`src/rtl/timer_dev.sv`:
```
// timer_dev: memory-mapped countdown timer with one-shot and auto-reload modes.
// Word offsets: 0 = CTRL {IM, Mode[1:0], Enable}, 1 = PRESET, 2 = COUNT (read-only),
// 3 = unmapped (reads zero). IRQ is the registered AND of IM and the internal flag.
module timer_dev (
  input  logic        clk,
  input  logic        reset,
  input  logic [1:0]  Addr,
  input  logic        WE,
  input  logic [31:0] Din,
  output logic [31:0] Dout,
  output logic        IRQ
);

  typedef enum logic [1:0] {
    S_IDLE = 2'd0,
    S_LOAD = 2'd1,
    S_CNT  = 2'd2,
    S_INT  = 2'd3
  } state_t;

  localparam logic [1:0] A_CTRL   = 2'd0;
  localparam logic [1:0] A_PRESET = 2'd1;
  localparam logic [1:0] A_COUNT  = 2'd2;

  state_t      state_r;
  logic [3:0]  ctrl_r;
  logic [31:0] preset_r;
  logic [31:0] count_r;
  logic        irq_flag_r;

  logic        ctrl_wr_s;
  logic        preset_wr_s;
  logic        enable_s;
  logic        reload_mode_s;
  logic        expire_s;
  logic [3:0]  fsm_ctrl_s;
  logic        fsm_flag_s;
  logic [3:0]  ctrl_nxt_s;
  logic        flag_nxt_s;

  // Bus write decode and FSM condition terms.
  always_comb begin
    ctrl_wr_s     = WE && (Addr == A_CTRL);
    preset_wr_s   = WE && (Addr == A_PRESET);
    enable_s      = ctrl_r[0];
    reload_mode_s = (ctrl_r[2:1] == 2'd1);
    // COUNT of 0 or 1 both expire, so a zero PRESET acts like one and never wraps.
    expire_s      = (state_r == S_CNT) && enable_s && (count_r <= 32'd1);
  end

  // Next CTRL/flag: FSM side effects first, then a bus CTRL write overrides both.
  always_comb begin
    fsm_ctrl_s = ctrl_r;
    fsm_flag_s = irq_flag_r;
    if (expire_s) begin
      fsm_flag_s = 1'b1;
    end else if ((state_r == S_INT) && reload_mode_s) begin
      fsm_flag_s = 1'b0;
    end else begin
      fsm_flag_s = irq_flag_r;
    end
    // Every mode other than auto-reload is one-shot: drop Enable on leaving INT.
    if ((state_r == S_INT) && !reload_mode_s) begin
      fsm_ctrl_s = {ctrl_r[3:1], 1'b0};
    end else begin
      fsm_ctrl_s = ctrl_r;
    end
    if (ctrl_wr_s) begin
      ctrl_nxt_s = Din[3:0];
      flag_nxt_s = 1'b0;
    end else begin
      ctrl_nxt_s = fsm_ctrl_s;
      flag_nxt_s = fsm_flag_s;
    end
  end

  // Read mux: reflects register contents before the current edge.
  always_comb begin
    case (Addr)
      A_CTRL:   Dout = {28'd0, ctrl_r};
      A_PRESET: Dout = preset_r;
      A_COUNT:  Dout = count_r;
      default:  Dout = 32'd0;
    endcase
  end

  // Registers and countdown FSM; IRQ is registered from the next-state IM and flag.
  always_ff @(posedge clk) begin
    if (reset) begin
      state_r    <= S_IDLE;
      ctrl_r     <= 4'd0;
      preset_r   <= 32'd0;
      count_r    <= 32'd0;
      irq_flag_r <= 1'b0;
      IRQ        <= 1'b0;
    end else begin
      ctrl_r     <= ctrl_nxt_s;
      irq_flag_r <= flag_nxt_s;
      IRQ        <= ctrl_nxt_s[3] & flag_nxt_s;
      // A PRESET write only takes effect at the next LOAD.
      if (preset_wr_s) begin
        preset_r <= Din;
      end else begin
        preset_r <= preset_r;
      end
      case (state_r)
        S_IDLE: begin
          if (enable_s) begin
            state_r <= S_LOAD;
          end else begin
            state_r <= S_IDLE;
          end
        end
        S_LOAD: begin
          count_r <= preset_r;
          state_r <= S_CNT;
        end
        S_CNT: begin
          if (!enable_s) begin
            state_r <= S_IDLE;
          end else if (count_r > 32'd1) begin
            count_r <= count_r - 32'd1;
          end else begin
            count_r <= 32'd0;
            state_r <= S_INT;
          end
        end
        S_INT: begin
          state_r <= S_IDLE;
        end
        default: begin
          state_r <= S_IDLE;
        end
      endcase
    end
  end

endmodule

```
`config.mk`:
```
export PLATFORM = sky130hd
export DESIGN_NAME = timer_dev
export DESIGN_NICKNAME = d
export VERILOG_FILES = /design/src/rtl/timer_dev.sv
export SDC_FILE = /design/constraint.sdc
export NUM_CORES = 1
export LEC_CHECK = 0
export ABC_AREA = 1
export BUFFER_PORTS_ARGS = -buffer_cell sky130_fd_sc_hd__buf_2
export CORE_MARGIN = 2
export CORE_UTILIZATION = 47
export CTS_CLUSTER_DIAMETER = 80
export DETAILED_ROUTE_END_ITERATION = 7
export PLACE_DENSITY = 0.7
export SLEW_MARGIN = 20
export SYNTH_ARGS = -nofsm -noshare
export SYNTH_HDL_FRONTEND = slang
export SYNTH_SLANG_ARGS = --single-unit
```
`constraint.sdc`:
```
create_clock -name clk -period 2.5 [get_ports clk]
set_input_delay 0.25 -clock clk [delete_from_list [all_inputs] [get_ports clk]]
set_output_delay 0.25 -clock clk [all_outputs]
set_load 0.01 [all_outputs]
```
# After elaboration in Yosys (flattened, before gate mapping)
# Index checks and enable logic that the tools add are counted.
# classes
addsub,1
magnitude_cmp,2
eq_ne,8
muxes,13
bitwise,1
reduce_logical,12
# op_table
cell,n
one-hot mux 32 bit (3 select lines),1
2-to-1 mux 32 bit,2
one-hot mux 32 bit (2 select lines),1
"greater-than comparator 32 x 1 -> 1 bit, second input constant",1
"<= comparator 32 x 1 -> 1 bit, second input constant",1
"subtractor 32 x 1 -> 32 bit, second input constant",1
one-hot mux 2 bit (4 select lines),1
"== test 2 x 1 -> 1 bit, second input constant",3
"== test 2 bit, second input constant",3
logical AND 1 bit,6
2-to-1 mux 1 bit,5
logical NOT 2 bit,2
2-to-1 mux 2 bit,2
2-to-1 mux 4 bit,1
nonzero test 2 bit,2
"!= test 3 bit, second input constant",1
"!= test 2 bit, second input constant",1
AND reduction 2 bit,1
AND 1 bit,1
logical NOT 1 bit,1
# word_totals
ff_bits,72
in_bits,37
output_inout_bits,33
wordCells,45

# Logic depth before layout (Yosys ltp)
# depth
ltp_word,6
mapped_depth,10
mapped_depth_nobuf,10

# Least setup slack after synthesis
# No wires, ideal clock.
# synth_timing
path_type,flip-flop to flip-flop
from,reg count_r[0]
to,reg count_r[26]
setup_ns,0.066
arrival_time_ns,1.414
required_time_ns,2.434
path_slack_ns,1.020
path_stages_with_launch,11
n_path_buf,1
synth_period_minus_slack_ns,1.480
cell_sequence,dfxtp_1 -> inv_1 -> ha_1 -> nand2_4 -> nand2_2 -> nand3_2 -> nor2_4 -> nor2_4 -> buf_6 -> nand3_1 -> a21oi_2
# synth_between
elab_chain_cells,4
word_cells_on_any_way,5
cone_classes,add/sub: 1; order compare: 1; mux: 3
# synth_rtl
item,line_no,rtl
from (decl),28,logic [31:0] count_r;
from (signal assigned),115,count_r <= preset_r;
from (signal assigned),122,count_r <= count_r - 32'd1;
subtractor 32 x 1 -> 32 bit / greater-than comparator 32 x 1 -> 1 bit (equally long branches),"122, 121",
2-to-1 mux 32 bit (*),121,end else if (count_r > 32'd1) begin
2-to-1 mux 32 bit (*),119,if (!enable_s) begin
one-hot mux 32 bit (2 select lines) (*),106,case (state_r)
# Every way passes the cells marked *; elsewhere a longest branch is shown, timed or not. The select of a mux whose other input is x is not followed.
# A chain may end at the register's enable or synchronous reset.

# Worst setup path after layout
# layout_timing
from,in Addr[0]
to,out Dout[25]
# layout_between
elab_chain_cells,2
word_cells_on_any_way,4
cone_classes,eq/ne: 2; mux: 1; reduce/logical: 1
# layout_rtl
item,line_no,rtl
from (decl),7,"input logic [1:0] Addr,"
== test 2 bit (tied with other cells),79,case (Addr)
one-hot mux 32 bit (3 select lines) (*),79,
to (decl),10,"output logic [31:0] Dout,"
# Every way passes the cells marked *; elsewhere a longest branch is shown, timed or not.

==> results.json <==
{
  "p_sw_mw": 1.01,
  "syn_to_final_growth_pct": 15.9,
  "dr_total_vias": 4348,
  "power.share.sequential_pct": 40.0,
  "pwr-share-clk_pct": 36.7,
  "fin_crit_ns": 1.97,
  "cts_resized": 0,
  "die-height_um": 98.6,
  "cp_data_required_time_ns": 2.25,
  "maxSlewHeadroom_pct": 30.9,
  "postRouteAntennaNets": 0,
  "place_worst_setup_slack_ns": 0.533,
  "crit_type": "input port to primary output",
  "grt_pass1_vias": 4260,
  "port-buffer-count": 69,
  "synth_edf_count": 0,
  "synthTopCellsByArea": "dfxtp_1 (34%), o21ai_0 (13%), nand2_1 (7.8%), inv_1 (7.4%), a21oi_1 (6.1%)",
  "worstMarginPinSlew_ns": 1.04,
  "globalRouteOverflowTotal": 0,
  "p_leak_nw": 2.06,
  "setup_ws_ns": 0.530,
  "die_area_mm2": 0.00971,
  "post-route-period-util_pct": 78.8,
  "start_util_pct": 48.4,
  "dr.first_iter.drc_count": 161,
  "wl_per_cell_um": 14.5,
  "slew_viol_final": 0,
  "antenna_cells": 0,
  "hpwl_um": 8060,
  "wirelength_um": 11500,
  "fp.dieW_um": 98.6,
  "path_clk_slew_ns": 0.08,
  "avgViaCountPerCell": 5.47,
  "hold_violations": 0,
  "fillers": 893,
  "cellPowerDensity_mw_per_mm2": 636,
  "p_int_mw": 2.09,
  "rsz0062_at_grt": "false",
  "switching_share_pct": 32.5,
  "end_kind": "primary output",
  "ir_worst_vdd_v": 0.000267,
  "cts.sinks": 72,
  "h-tree-depth": 3,
  "synthFlopType": "dfxtp_1",
  "avgSynthCellArea_um2": 6.72,
  "synth_area_mm2": 0.00420,
  "fmax_ghz": 0.508,
  "cts_buffer_depth": 2,
  "crit_path_start_kind": "input port",
  "comb_power_share_pct": 23.3,
  "grt_max_degree": 65,
  "synth_top_area_share_pct": 34.3,
  "yosys_warnings": 0,
  "rows": 34,
  "clock_tree.root_cell": "clkbuf_8",
  "grt_pass1_wl_um": 19800,
  "worstSetupStartpoint": "Addr[0]",
  "netlist_instances": 625,
  "io_pins": 70,
  "gp_congestion": 0.933,
  "hold_start": "Din[20]",
  "seq_area_frac_synth_pct": 34.3,
  "numCtsBuffers": 9,
  "cap_violations": 0,
  "r2r_start": "count_r[0]$_SDFFE_PP0P_",
  "ctsHoldBuffers": 0,
  "layout-drive-gt1-share_pct": 22.0,
  "setup_violations": 0,
  "synth_cell_type_count": 28,
  "ys_async_sr_fraction_pct": 0,
  "track_usage_pct": 24.7,
  "first_pass_iters": 5,
  "clock_latency_ns": 0.36,
  "synth_seq_cells": 72,
  "cp_max_fo": 29,
  "hp-class": "input port to flip-flop",
  "nets": 721,
  "antenna_found_initial": 0,
  "yosysTopAreaCell": "dfxtp_1",
  "cts_tree": "yes",
  "post-route-drc-count": 0,
  "synth_nets": 664,
  "setup_tns_ns": 0,
  "post_cts_buffers": 0,
  "crit_arrival_ns": 1.72,
  "fin_skew_ns": 0.00969,
  "status": "complete, no violations",
  "core_area_mm2": 0.00868
}
==> kinds of logic after synthesis <==
logic type	count (synthesis)	share of synthesized area [%]
compound gates	214	28.2
simple gates	214	24.5
fa+ha+maj	2	0.595
xor+xnor	6	1.25
flops	72	34.3
buf+inv	117	11.1
==> final cells by class <==
class | count | area [µm²] | area share, %
multi-input combinational | 436 | 2290 | 47.1
sequential | 72 | 1440 | 29.6
timing repair buffer | 77 | 430 | 8.84
inverter | 86 | 323 | 6.63
tap | 108 | 135 | 2.78
clock buffer | 9 | 124 | 2.54
clock inverter | 7 | 120 | 2.47
==> power by group through the flow <==
stage | Clock [mW] | Sequential (mW) | Combinational, mW
detailed placement | 0 | 1.27 | 0.715
floorplan | 0 | 1.25 | 0.530
global placement | 0 | 1.26 | 0.704
finish | 1.14 | 1.24 | 0.722
CTS | 1.15 | 1.24 | 0.720
global route | 1.20 | 1.25 | 0.820
==> through the flow <==
step | utilization [%] | instances | hold slack (ns) | area (µm²) | power, mW
after detailed placement | 53.3 | 779 | 0.456 | 4620 | 1.98
after global routing | 56.1 | 795 | 0.166 | 4870 | 3.27
final | 56.1 | 795 | 0.165 | 4870 | 3.10
after floorplan | - | 625 | 0.414 | 4200 | 1.78
after CTS | 56.1 | 795 | 0.157 | 4870 | 3.11
after global placement | 53.3 | 779 | 0.451 | 4620 | 1.97
==> per-layer routing <==
metal,global-route usage (%),up-vias,wire length [µm]
li1,-,2197,-
met1,31.6,1999,5130
met2,40.2,124,5440
met3,4.75,28,620
met4,11.4,0,298
met5,0,-,0
==> critical path, stage by stage <==
cell and delay (ns):
buf_2 0.09, inv_1 0.07, nor2_2 0.26, inv_1 0.52, o22ai_1 0.33, buf_2 0.18
==> final timing paths <==
check / cells past startpoint / end / slack (ns)
min reg2reg: 2 / preset_r[7]$_SDFFE_PP0P_ / 0.46
min: 3 / preset_r[20]$_SDFFE_PP0P_ / 0.17
max reg2reg: 10 / count_r[29]$_SDFFE_PP0P_ / 0.56
max: 6 / Dout[25] / 0.53
==> cells in the final DEF (no fill, tap or decap), drive strengths merged, types with 2 or more instances in the layout <==
master  netlist  layout
o211ai        2       2
o21ai       114     114
bufinv        0       3
dfxtp        72      72
ha            2       2
nand2        94      94
clkbuf       23       9
nand3        38      38
nand4         2       2
inv          86      86
nor2         78      78
o22ai        28      28
a21oi        67      67
buf           8      77
clkinv        0       3
xor2          6       6
o221ai        2       2
==> registers in the layout, summed over array words and instances, names as in the netlist <==
signal      count
IRQ             1
count_r        32
ctrl_r          4
irq_flag_r      1
preset_r       32
state_r         2
==> Yosys cell counts, types with 3 or more instances <==
library cell  number
inv_1             83
nor2_4             5
xor2_1             6
nand2_1           87
inv_2              3
a21oi_2           16
clkbuf_1          23
a21oi_1           51
dfxtp_1           72
nand3_1           19
nand2_2            6
buf_2              5
nor2_1            67
buf_6              3
nand3_2           19
nor2_2             6
o21ai_0          112
o22ai_1           28
Power figures use the tool's default switching activity.
